### src/rtl/jpeg_pkg.sv
// Shared types and helpers for the JPEG frame sequencer: FSM states, FIFO entry
// layout, marker constants and the tail padding mask.
package jpeg_pkg;

    typedef enum logic [2:0] {IDLE, HEADER, STREAM, TAIL0, TAIL1, DRAIN} seq_state_t;

    typedef struct packed {
        logic [31:0] word;
        logic [3:0]  keep;
    } fifo_ent_t;

    localparam logic [15:0] EOI_MARKER = 16'hFFD9;
    localparam logic [7:0]  STUFF_BYTE = 8'h00;

    function automatic logic [2:0] byte_count(input logic [4:0] bits);
        return {1'b0, bits[4:3]} + {2'b00, |bits[2:0]};
    endfunction

    // Ones in the unused low bits of the last partial byte; zero when byte aligned.
    function automatic logic [31:0] pad_mask(input logic [4:0] bits);
        logic [5:0] used_bits;
        used_bits = {byte_count(bits), 3'b000};
        return (32'hFFFF_FFFF >> bits) & ~(32'hFFFF_FFFF >> used_bits);
    endfunction

endpackage

### src/rtl/jpeg_word_fifo.sv
// First-word fall-through FIFO of word+keep entries; pointers carry an extra wrap
// bit so full and empty are distinguished without a counter register.
module jpeg_word_fifo
    import jpeg_pkg::*;
#(
    parameter int DEPTH = 8
) (
    input  logic                     clk,
    input  logic                     rst,
    input  logic                     push_i,
    input  fifo_ent_t                push_ent_i,
    input  logic                     pop_i,
    output fifo_ent_t                head_o,
    output logic                     full_o,
    output logic                     empty_o,
    output logic [$clog2(DEPTH):0]   count_o
);
    localparam int AW = $clog2(DEPTH);

    fifo_ent_t         mem_q [DEPTH];
    logic [AW:0]       wr_q, rd_q;
    logic              do_push, do_pop;

    assign empty_o = (wr_q == rd_q);
    assign full_o  = (wr_q[AW] != rd_q[AW]) && (wr_q[AW-1:0] == rd_q[AW-1:0]);
    assign count_o = wr_q - rd_q;
    assign do_pop  = pop_i && !empty_o;
    assign do_push = push_i && (!full_o || do_pop);
    assign head_o  = empty_o ? '0 : mem_q[rd_q[AW-1:0]];

    always_ff @(posedge clk) begin
        if (rst) begin
            wr_q <= '0;
            rd_q <= '0;
        end else begin
            if (do_push) wr_q <= wr_q + 1'b1;
            if (do_pop)  rd_q <= rd_q + 1'b1;
        end
    end

    always_ff @(posedge clk) begin
        if (do_push) mem_q[wr_q[AW-1:0]] <= push_ent_i;
    end

endmodule

### src/rtl/jpeg_frame_sequencer.sv
// Frame controller: header words, stuffed entropy words, then a padded tail carrying
// the EOI marker, all funnelled through a valid/ready word FIFO.
module jpeg_frame_sequencer
    import jpeg_pkg::*;
#(
    parameter int FIFO_DEPTH = 8
) (
    input  logic        clk,
    input  logic        rst,
    input  logic        start,
    input  logic [31:0] hdr_word,
    input  logic        hdr_valid,
    input  logic        hdr_last,
    output logic        hdr_ready,
    input  logic [31:0] enc_word,
    input  logic        enc_valid,
    input  logic        eof_partial,
    input  logic [4:0]  eof_bits,
    output logic [31:0] out_word,
    output logic [3:0]  out_keep,
    output logic        out_valid,
    input  logic        out_ready,
    output logic        busy,
    output logic        frame_done,
    output logic        overflow_err
);
    localparam int CW = $clog2(FIFO_DEPTH) + 1;

    seq_state_t       state_q, state_d;
    fifo_ent_t        tail0_q, tail0_d, tail1_q, tail1_d;
    logic             two_q, two_d;
    logic             ovf_q, ovf_d;

    logic             push, pop, full, empty;
    fifo_ent_t        push_ent, head;
    logic [CW-1:0]    fifo_count;

    // Tail assembly from the current enc_word/eof_bits, captured on eof_partial.
    logic [2:0]       k, pos, n;
    logic [5:0]       kbits;
    logic [31:0]      data_w;
    logic [7:0]       last_byte;
    logic             stuff;
    logic [63:0]      tail_buf;
    logic [3:0]       keep0, keep1;

    always_comb begin
        k         = byte_count(eof_bits);
        kbits     = {k, 3'b000};
        data_w    = (enc_word & ~(32'hFFFF_FFFF >> kbits)) | pad_mask(eof_bits);
        last_byte = 8'(data_w >> (6'd32 - kbits));
        stuff     = (eof_bits[2:0] != 3'd0) && (last_byte == 8'hFF);
        pos       = k + {2'b00, stuff};
        n         = pos + 3'd2;
        tail_buf  = {data_w, 32'h0} | ({EOI_MARKER, 48'h0} >> {pos, 3'b000});
        if (stuff) tail_buf = tail_buf | ({STUFF_BYTE, 56'h0} >> {k, 3'b000});
        keep0     = (n >= 3'd4) ? 4'hF : 4'hF << (3'd4 - n);
        keep1     = (n >  3'd4) ? 4'hF << (4'd8 - {1'b0, n}) : 4'h0;
    end

    assign out_valid    = !empty;
    assign pop          = out_valid && out_ready;
    assign out_word     = head.word;
    assign out_keep     = head.keep;
    assign busy         = (state_q != IDLE);
    assign overflow_err = ovf_q;

    always_comb begin
        state_d    = state_q;
        tail0_d    = tail0_q;
        tail1_d    = tail1_q;
        two_d      = two_q;
        ovf_d      = ovf_q;
        hdr_ready  = 1'b0;
        push       = 1'b0;
        push_ent   = '0;
        frame_done = 1'b0;
        case (state_q)
            IDLE: if (start) begin
                state_d = HEADER;
                ovf_d   = 1'b0;
            end
            HEADER: begin
                hdr_ready = !full;
                if (hdr_valid && !full) begin
                    push     = 1'b1;
                    push_ent = '{word: hdr_word, keep: 4'hF};
                    if (hdr_last) state_d = STREAM;
                end
            end
            STREAM: begin
                if (enc_valid) begin
                    if (!full) begin
                        push     = 1'b1;
                        push_ent = '{word: enc_word, keep: 4'hF};
                    end else begin
                        ovf_d = 1'b1;
                    end
                end
                if (eof_partial) begin
                    tail0_d = '{word: tail_buf[63:32], keep: keep0};
                    tail1_d = '{word: tail_buf[31:0],  keep: keep1};
                    two_d   = (n > 3'd4);
                    state_d = TAIL0;
                end
            end
            TAIL0: if (!full) begin
                push     = 1'b1;
                push_ent = tail0_q;
                state_d  = two_q ? TAIL1 : DRAIN;
            end
            TAIL1: if (!full) begin
                push     = 1'b1;
                push_ent = tail1_q;
                state_d  = DRAIN;
            end
            DRAIN: if (pop && fifo_count == CW'(1)) begin
                frame_done = 1'b1;
                state_d    = IDLE;
            end
            default: state_d = IDLE;
        endcase
    end

    always_ff @(posedge clk) begin
        if (rst) begin
            state_q <= IDLE;
            tail0_q <= '0;
            tail1_q <= '0;
            two_q   <= 1'b0;
            ovf_q   <= 1'b0;
        end else begin
            state_q <= state_d;
            tail0_q <= tail0_d;
            tail1_q <= tail1_d;
            two_q   <= two_d;
            ovf_q   <= ovf_d;
        end
    end

    jpeg_word_fifo #(.DEPTH(FIFO_DEPTH)) u_fifo (
        .clk        (clk),
        .rst        (rst),
        .push_i     (push),
        .push_ent_i (push_ent),
        .pop_i      (pop),
        .head_o     (head),
        .full_o     (full),
        .empty_o    (empty),
        .count_o    (fifo_count)
    );

endmodule

### config.mk
export PLATFORM = sky130hd
export DESIGN_NAME = jpeg_frame_sequencer
export DESIGN_NICKNAME = d
export VERILOG_FILES = /design/src/rtl/jpeg_pkg.sv /design/src/rtl/jpeg_word_fifo.sv /design/src/rtl/jpeg_frame_sequencer.sv
export SDC_FILE = /design/constraint.sdc
export NUM_CORES = 1
export LEC_CHECK = 0
export CAP_MARGIN = 20
export CORE_AREA = 2 2 212 214
export CTS_BUF_LIST = sky130_fd_sc_hd__clkbuf_16
export CTS_CLUSTER_DIAMETER = 120
export DETAILED_ROUTE_END_ITERATION = 8
export DIE_AREA = 0 0 214 216
export SLEW_MARGIN = 30
export SYNTH_ARGS = -nofsm -noshare
export SYNTH_HDL_FRONTEND = slang
export SYNTH_SLANG_ARGS = --single-unit
### constraint.sdc
create_clock -name clk -period 5.5 [get_ports clk]
set_input_delay 0.825 -clock clk [delete_from_list [all_inputs] [get_ports clk]]
set_output_delay 0.825 -clock clk [all_outputs]
set_load 0.02 [all_outputs]
==> metrics.csv, run 1 <==
stage;metric;value;unit
die;Initial Util;34.6;%
route;vias per cell;5.28;
global_routing;first-pass GRT wire length;57.8;mm
clocking;CTS Buf Count;35;
worst_setup_path;Critical Path End Type;register;
logic_synthesis;simple-gate share of the synthesized area;7.13;%
timing;Final WS setup;0.482;ns
worst_setup_path;Most common cell on crit path;ha_1;
worst_setup_path;Crit-path slowest cell;fa_1;
placed_design;IO Port Bufs;117;
logic_synthesis;top cells by count, synth;288 x edfxtp_1, 91 x nor2_1, 83 x nand2_1, 72 x mux4_2, 64 x dfxtp_1;
logic_synthesis;Avg Cell Area, Syn;14.8;um^2
logic_synthesis;synth warn;0;
route;first-pass iteration count of the detailed router;7;
worst_setup_path;cell class contributing the biggest share of worst-path delay;adder cells;
placed_design;hpwl dp;25.5;mm
route;drt total wl;38.4;mm
final_layout;Area Overhead vs Synth;21.7;%
clocking;root buffer cell;clkbuf_16;
global_routing;GR Util All Layers;16.4;%
die;Chip Width;214;um
die;Core Box Area;43800;um^2
logic_synthesis;Post-Syn Instances;1029;
die;die outline height;216;um
route;Initial DRC Count;1058;
logic_synthesis;multiplexer share of the synthesized area;13.1;%
worst_setup_path;startpoint types;input pin;
logic_synthesis;#FFs+latches synth;352;
clocking;post-CTS setup buffer count;0;
placed_design;gpl congestion;0.904;
global_routing;number of global-route vias before repair;9553;
logic_synthesis;area share of fa/ha/maj cells after synthesis;2.57;%
logic_synthesis;largest cells by area after synthesis;edfxtp_1 57%, mux4_2 11%, dfxtp_1 8.4%;
power;PD cells;451;nW/um^2
worst_hold_path;class of the worst hold path;register to register;
die;num rows;77;
logic_synthesis;mapped cell area;15200;um^2
timing;normalized max-slew margin;37.6;%
clocking;post-CTS sizing;0;
timing;Slew Limit Fails;0;
power;PnR Total Power;8340;uW
logic_synthesis;Synth cell types;66;
timing;Max Fclk;199;MHz
worst_setup_path;worst-path maximum fanout;6;
final_layout;Final Non-Filler Cells;1778;
job;# Max-Cap Violations;0;
clocking;htree depth;2;
route;DRC errors left;0;
timing;clk_skew;0.0201;ns
power;Max IR drop VDD;213;uV
clocking;CTS tree;done;
final_layout;fin nets;1270;
clocking;# hold bufs at CTS;0;
logic_synthesis;main combinational cell family by area after synthesis;multiplexers;
clocking;Clock transition at path regs;0.06;ns
clocking;CTS Sinks;352;
worst_setup_path;crit path cell chain;clkdlybuf4s50_1 > or3_1 > ha_1 > inv_1 > ha_1 > nor2_1 > ha_1 > nor3_1 > a22oi_1 > nor2_1 > nand4_1 > a31oi_1 > ha_1 > fa_1 > ha_1 > o21ai_0 > a2111oi_0 > buf_4 > a22oi_1 > nor2_1;
outcome;outcome;completed;
final_layout;# fillers;3941;
worst_setup_path;critical path type;input pin to register;
route;routed len/inst;21.6;um
global_routing;antenna violations before repair;1;
logic_synthesis;most common cell in the netlist;edfxtp_1;
timing;Final Setup Violations;0;
route;via count;9396;
timing;RSZ-0062 raised after global routing;false;
power;Leak;0.00607;uW
logic_synthesis;Post-synth ARST share;0;%
placed_design;Setup WS pre-CTS;-0.00539;ns
worst_setup_path;CP peak stage delay;0.50;ns
logic_synthesis;Top FF cell, synth;edfxtp_1;
die;die area;46200;um^2
die;Ports;118;
logic_synthesis;xor/xnor cell area share of the yosys netlist;0.519;%
timing;fin crit period;5.02;ns
clocking;clk buf depth;3;
logic_synthesis;largest area contributor in the netlist;edfxtp_1;
global_routing;largest net degree at the start of global routing;58;
timing;part of the cycle the worst path needs;91.2;%
global_routing;Overflow after GRT;0;
worst_setup_path;Critical Path RT;5.96;ns
route;Final ANT Viol Nets;0;
logic_synthesis;post-synth net total;1136;
placed_design;DP Cell Count;1717;
logic_synthesis;Compound-Gate Fraction of Synth Area;8.84;%
worst_setup_path;crit path DAT;5.48;ns
clocking;worst skew pair latency;0.52;ns
timing;Worst-Margin Slew;0.935;ns
logic_synthesis;Seq/Total Area, Yosys;65.4;%
final_layout;layout cell share with drive strength beyond 1;16.2;%
worst_setup_path;CP Buf/Inv Count;3;
timing;Final Hold Vio Count;0;
logic_synthesis;EDFF count, synth;288;
logic_synthesis;top cell type's share of synthesized area;57.0;%
layout make-up:
type | count | area, um^2 | area share [%]
Clock inverter | 22 | 235 | 1.27
Clock buffer | 37 | 926 | 5.01
Multi-Input combinational cell | 589 | 4960 | 26.8
Sequential cell | 352 | 9940 | 53.8
Timing Repair Buffer | 163 | 1600 | 8.64
Tap cell | 592 | 741 | 4.01
Antenna cell | 1 | 2.50 | 0.0135
Inverter | 22 | 83.8 | 0.454
power by group:
| part | switching, uW | total [uW] | internal, uW |
|---|---|---|---|
| combinational | 1430 | 2510 | 1080 |
| clock | 972 | 2420 | 1450 |
| sequential | 135 | 3400 | 3270 |
cells by family (layout without fill, tap and decap cells):
| kind of cell | Yosys count | in the layout |
|---|---|---|
| DFF | 352 | 352 |
| and+or+nand+nor | 245 | 245 |
| AOI/OAI and AO/OA | 196 | 196 |
| muxes | 109 | 109 |
| buffers and inverters | 88 | 244 |
| adders and majority gates | 30 | 30 |
| xor gates and xnor gates | 9 | 9 |
| other | 0 | 1 |
through the flow:
stage                     area [um^2]  util (%)  setup TNS [ns]  hold slack [ns]
after global placement          17200      39.2               0            0.463
after detailed placement        17300      39.4        -0.00539            0.467
after floorplan                 15200         -               0            0.432
after CTS                       18500      42.1               0            0.476
after global routing            18500      42.2               0            0.502
final                           18500      42.2               0            0.474
placed cells by master (no fill, tap or decap), types with 13 or more instances in the layout:
master and count:
clkdlybuf4s50_1 117, nand2_1 83, inv_1 23, nor2_1 84
nand3_1 17, ha_1 28, mux2i_1 37, edfxtp_1 288
mux4_2 72, a222oi_1 20, clkbuf_16 37, o21ai_0 48
dfxtp_1 61, a21oi_1 45, a22oi_1 13, buf_4 42
flip-flops by register name, summed over array words and instances, names as in the netlist, named ones only:
name,flops
u_fifo.wr_q,4
u_fifo.mem_q,288
overflow_err,1
two_q,1
u_fifo.rd_q,4
tail0_q,36
state_q,3
tail1_q,12
final timing paths:
check | start | end | cells after the start | slack, ns
worst max-delay path | eof_bits[0] | tail1_q[1]$_SDFFE_PP0P_ | 20 | 0.48
worst min-delay path | tail1_q[2]$_SDFFE_PP0P_ | tail1_q[2]$_SDFFE_PP0P_ | 2 | 0.47
worst max register to register | u_fifo.wr_q[0]$_SDFFE_PP0P_ | u_fifo.mem_q[1][23]$_DFFE_PP_ | 8 | 2.09
worst min register to register | tail1_q[2]$_SDFFE_PP0P_ | tail1_q[2]$_SDFFE_PP0P_ | 2 | 0.47
layer usage:
metal / part of all wire, % / global-route usage (%)
met2: 48 / 27.1
met5: 0 / 0
met1: 45 / 22.8
met3: 5.3 / 2.51
met4: 1.8 / 3.92
tightest hold or removal path: stages (launching register included):
cell and delay [ns]:
dfxtp_1 0.32, nand2_1 0.06, a21oi_1 0.05
No activity file was read; power rests on OpenSTA's default activity.
==> run 2: changes to the inputs <==
- SKIP_LAST_GASP: unset -> 1
==> results of run 2 <==
Same layout as run 1: the final DEF is identical, and so are final timing and power.
==> run 3: changes to the inputs <==
- CTS_BUF_LIST: sky130_fd_sc_hd__clkbuf_16 -> sky130_fd_sc_hd__clkbuf_8
- CTS_CLUSTER_SIZE: unset -> 40
==> run 3 against run 2 <==
Setup slack better by 0.058 ns. Utilization down 2.2 points. Die area is the same. Largest power group unchanged. Critical path depth unchanged. Sequential power hardly changed. Global-route usage is 0.48 points lower. Clock skew grew 0.014 ns. Count of clock-buffer cells in the layout down 24. Via count decreased by 1.0%. Largest cell class unchanged. Clock power fell by 61%.
==> metrics.csv, run 3 (synthesis results as in run 1) <==
stage;metric;value;unit;change
die;die outline height;216;um;unchanged
worst_setup_path;startpoint types;input pin;;
die;die area;46200;um^2;unchanged
job;# Max-Cap Violations;0;;unchanged
worst_setup_path;Critical Path RT;6.02;ns;+0.06 ns
clocking;root buffer cell;clkbuf_8;;
worst_setup_path;Worst R2R End;u_fifo.mem_q[0][20]$_DFFE_PP_;;
timing;fin crit period;4.96;ns;-0.0576 ns
power;Logic pwr share;36.6;%;+6.5 points
worst_setup_path;Most common cell on crit path;ha_1;;
clocking;CTS Buf Count;12;;-66%
die;Initial Util;34.6;%;unchanged
power;PD cells;391;nW/um^2;-13%
timing;Final Hold Vio Count;0;;unchanged
final_layout;most frequent cells in the layout;288 x edfxtp_1, 117 x clkdlybuf4s50_1, 84 x nor2_1, 83 x nand2_1, 72 x mux4_2;;
worst_hold_path;class of the worst hold path;register to register;;
route;via count;9302;;-1.0%
die;num rows;77;;unchanged
final_layout;# fillers;4024;;+2.1%
global_routing;largest net degree at the start of global routing;58;;unchanged
worst_setup_path;cell class contributing the biggest share of worst-path delay;adder cells;;
power;switching portion of total power;33.4;%;+2.9 points
worst_setup_path;CP peak stage delay;0.50;ns;about the same
route;routed len/inst;21.7;um;+0.65%
die;Ports;118;;unchanged
placed_design;hpwl dp;25.5;mm;unchanged
final_layout;layout cell share with drive strength beyond 1;13.8;%;-2.4 points
power;sequential share of power;49.5;%;+8.7 points
clocking;worst skew pair latency;0.57;ns;+0.05 ns
worst_setup_path;worst-path maximum fanout;6;;unchanged
final_layout;Area Overhead vs Synth;15.5;%;
worst_setup_path;Critical Path Stages;20;;unchanged
global_routing;first-pass GRT wire length;56.7;mm;-2.0%
timing;Max Fclk;202;MHz;+1.2%
outcome;outcome;completed;;
route;first-pass iteration count of the detailed router;6;;-1
global_routing;GR Util All Layers;15.9;%;-0.48 points
die;Core Box Area;43800;um^2;unchanged
final_layout;post-route design area;17500;um^2;-5.1%
route;Final ANT Viol Nets;0;;unchanged
global_routing;number of global-route vias before repair;9293;;-2.7%
worst_hold_path;Hold Path End;tail1_q[2]$_SDFFE_PP0P_;;
timing;Final Setup Violations;0;;unchanged
power;Psw;2290;uW;-9.9%
final_layout;commonest non-fill, non-tap cell in the layout;edfxtp_1;;
clocking;clk buf depth;3;;unchanged
worst_setup_path;R2R Path Start;u_fifo.wr_q[0]$_SDFFE_PP0P_;;
power;Max IR drop VDD;213;uV;+0.12%
route;DRC errors left;0;;unchanged
worst_setup_path;Crit-path slowest cell;fa_1;;
worst_hold_path;hold depth;2;;unchanged
worst_setup_path;CP Buf/Inv Count;3;;unchanged
placed_design;IO Port Bufs;117;;unchanged
power;Internal Power;4570;uW;-21%
route;drt total wl;37.8;mm;-1.6%
worst_setup_path;crit path cell chain;clkdlybuf4s50_1 > or3_1 > ha_1 > inv_1 > ha_1 > nor2_1 > ha_1 > nor3_1 > a21oi_1 > o21ai_0 > nand4_1 > a31oi_1 > ha_1 > fa_1 > ha_1 > o21ai_0 > a2111oi_0 > buf_4 > a22oi_1 > nor2_1;;
global_routing;Overflow after GRT;0;;unchanged
final_layout;fin nets;1247;;-1.8%
clocking;htree depth;1;;-1
clocking;Clock transition at path regs;0.21;ns;+0.15 ns
worst_setup_path;Critical Path End Type;register;;
timing;part of the cycle the worst path needs;90.2;%;-1.0 points
power;PnR Total Power;6860;uW;-18%
clocking;post-CTS sizing;0;;unchanged
power;Leak;0.00562;uW;-7.4%
power;clock share of power;13.8;%;-15 points
placed_design;gpl congestion;0.904;;unchanged
worst_hold_path;Hold Path Origin;tail1_q[2]$_SDFFE_PP0P_;;
final_layout;max reg flops;288;;unchanged
clocking;CTS Sinks;352;;unchanged
worst_setup_path;critical path type;input pin to register;;
timing;Slew Limit Fails;0;;unchanged
global_routing;antenna violations before repair;1;;unchanged
clocking;CTS tree;done;;
placed_design;Area after DPL;17300;um^2;unchanged
worst_setup_path;r2r setup slk;2.07;ns;-0.02 ns
die;Chip Width;214;um;unchanged
timing;Worst-Margin Slew;0.930;ns;-0.00462 ns
timing;RSZ-0062 raised after global routing;false;;
timing;clk_skew;0.0338;ns;+0.0137 ns
worst_setup_path;crit path DAT;5.48;ns;about the same
worst_setup_path;R2R cell count;8;;unchanged
route;vias per cell;5.35;;+1.2%
clocking;post-CTS setup buffer count;0;;unchanged
timing;Total Neg Setup Slack;0;ns;unchanged
timing;normalized max-slew margin;37.9;%;+0.31 points
clocking;# hold bufs at CTS;0;;unchanged
route;Initial DRC Count;1093;;+3.3%
## run 3: power groups by stage
| stage | clock [uW] | sequential (uW) | combinational (uW) |
|---|---|---|---|
| finish | 948 | 3400 | 2510 |
| detailed placement | 0 | 3520 | 2480 |
| floorplan | 0 | 3380 | 1590 |
| CTS | 972 | 3460 | 2480 |
| global placement | 0 | 3510 | 2460 |
| global route | 1060 | 3430 | 2730 |
## run 3: per-layer routing
layer,GRT usage [%],wire length (um)
met5,0,0
met4,2.68,544
met3,1.49,1920
met2,26.9,18200
met1,22.6,17200
## run 3: stage by stage
step	hold WS [ns]	worst slack [ns]	utilization (%)	cells
after floorplan	0.432	0.223	-	1029
after global placement	0.463	0.0501	39.2	1714
after detailed placement	0.467	-0.00539	39.4	1717
after CTS	0.492	0.609	39.9	1737
after global routing	0.519	0.266	40.0	1738
final	0.491	0.539	40.0	1739
## run 3: worst min-delay path: stages, from the launching register on
cell     delay, ns
dfxtp_1       0.37
nand2_1       0.06
a21oi_1       0.05
## run 3: worst max path at each step
stage	from	endpoint	slack, ns
2_1_floorplan	eof_bits[2]	tail1_q[2]$_SDFFE_PP0P_	0.22
3_3_place_gp	eof_bits[0]	tail1_q[1]$_SDFFE_PP0P_	0.05
3_5_place_dp	eof_bits[0]	tail1_q[1]$_SDFFE_PP0P_	-0.005
4_1_cts	eof_bits[0]	tail1_q[1]$_SDFFE_PP0P_	0.61
5_1_grt	eof_bits[0]	tail1_q[2]$_SDFFE_PP0P_	0.27
6_report	eof_bits[0]	tail1_q[1]$_SDFFE_PP0P_	0.54
## run 3: final cells by class
type | instances | area, um^2 | area share, %
sequential | 352 | 9940 | 56.7
inverter | 22 | 83.8 | 0.478
timing repair buffer | 163 | 1600 | 9.11
antenna | 1 | 2.50 | 0.0143
multi-input combinational | 589 | 4960 | 28.3
clock buffer | 13 | 179 | 1.02
clock inverter | 7 | 31.3 | 0.178
tap | 592 | 741 | 4.22
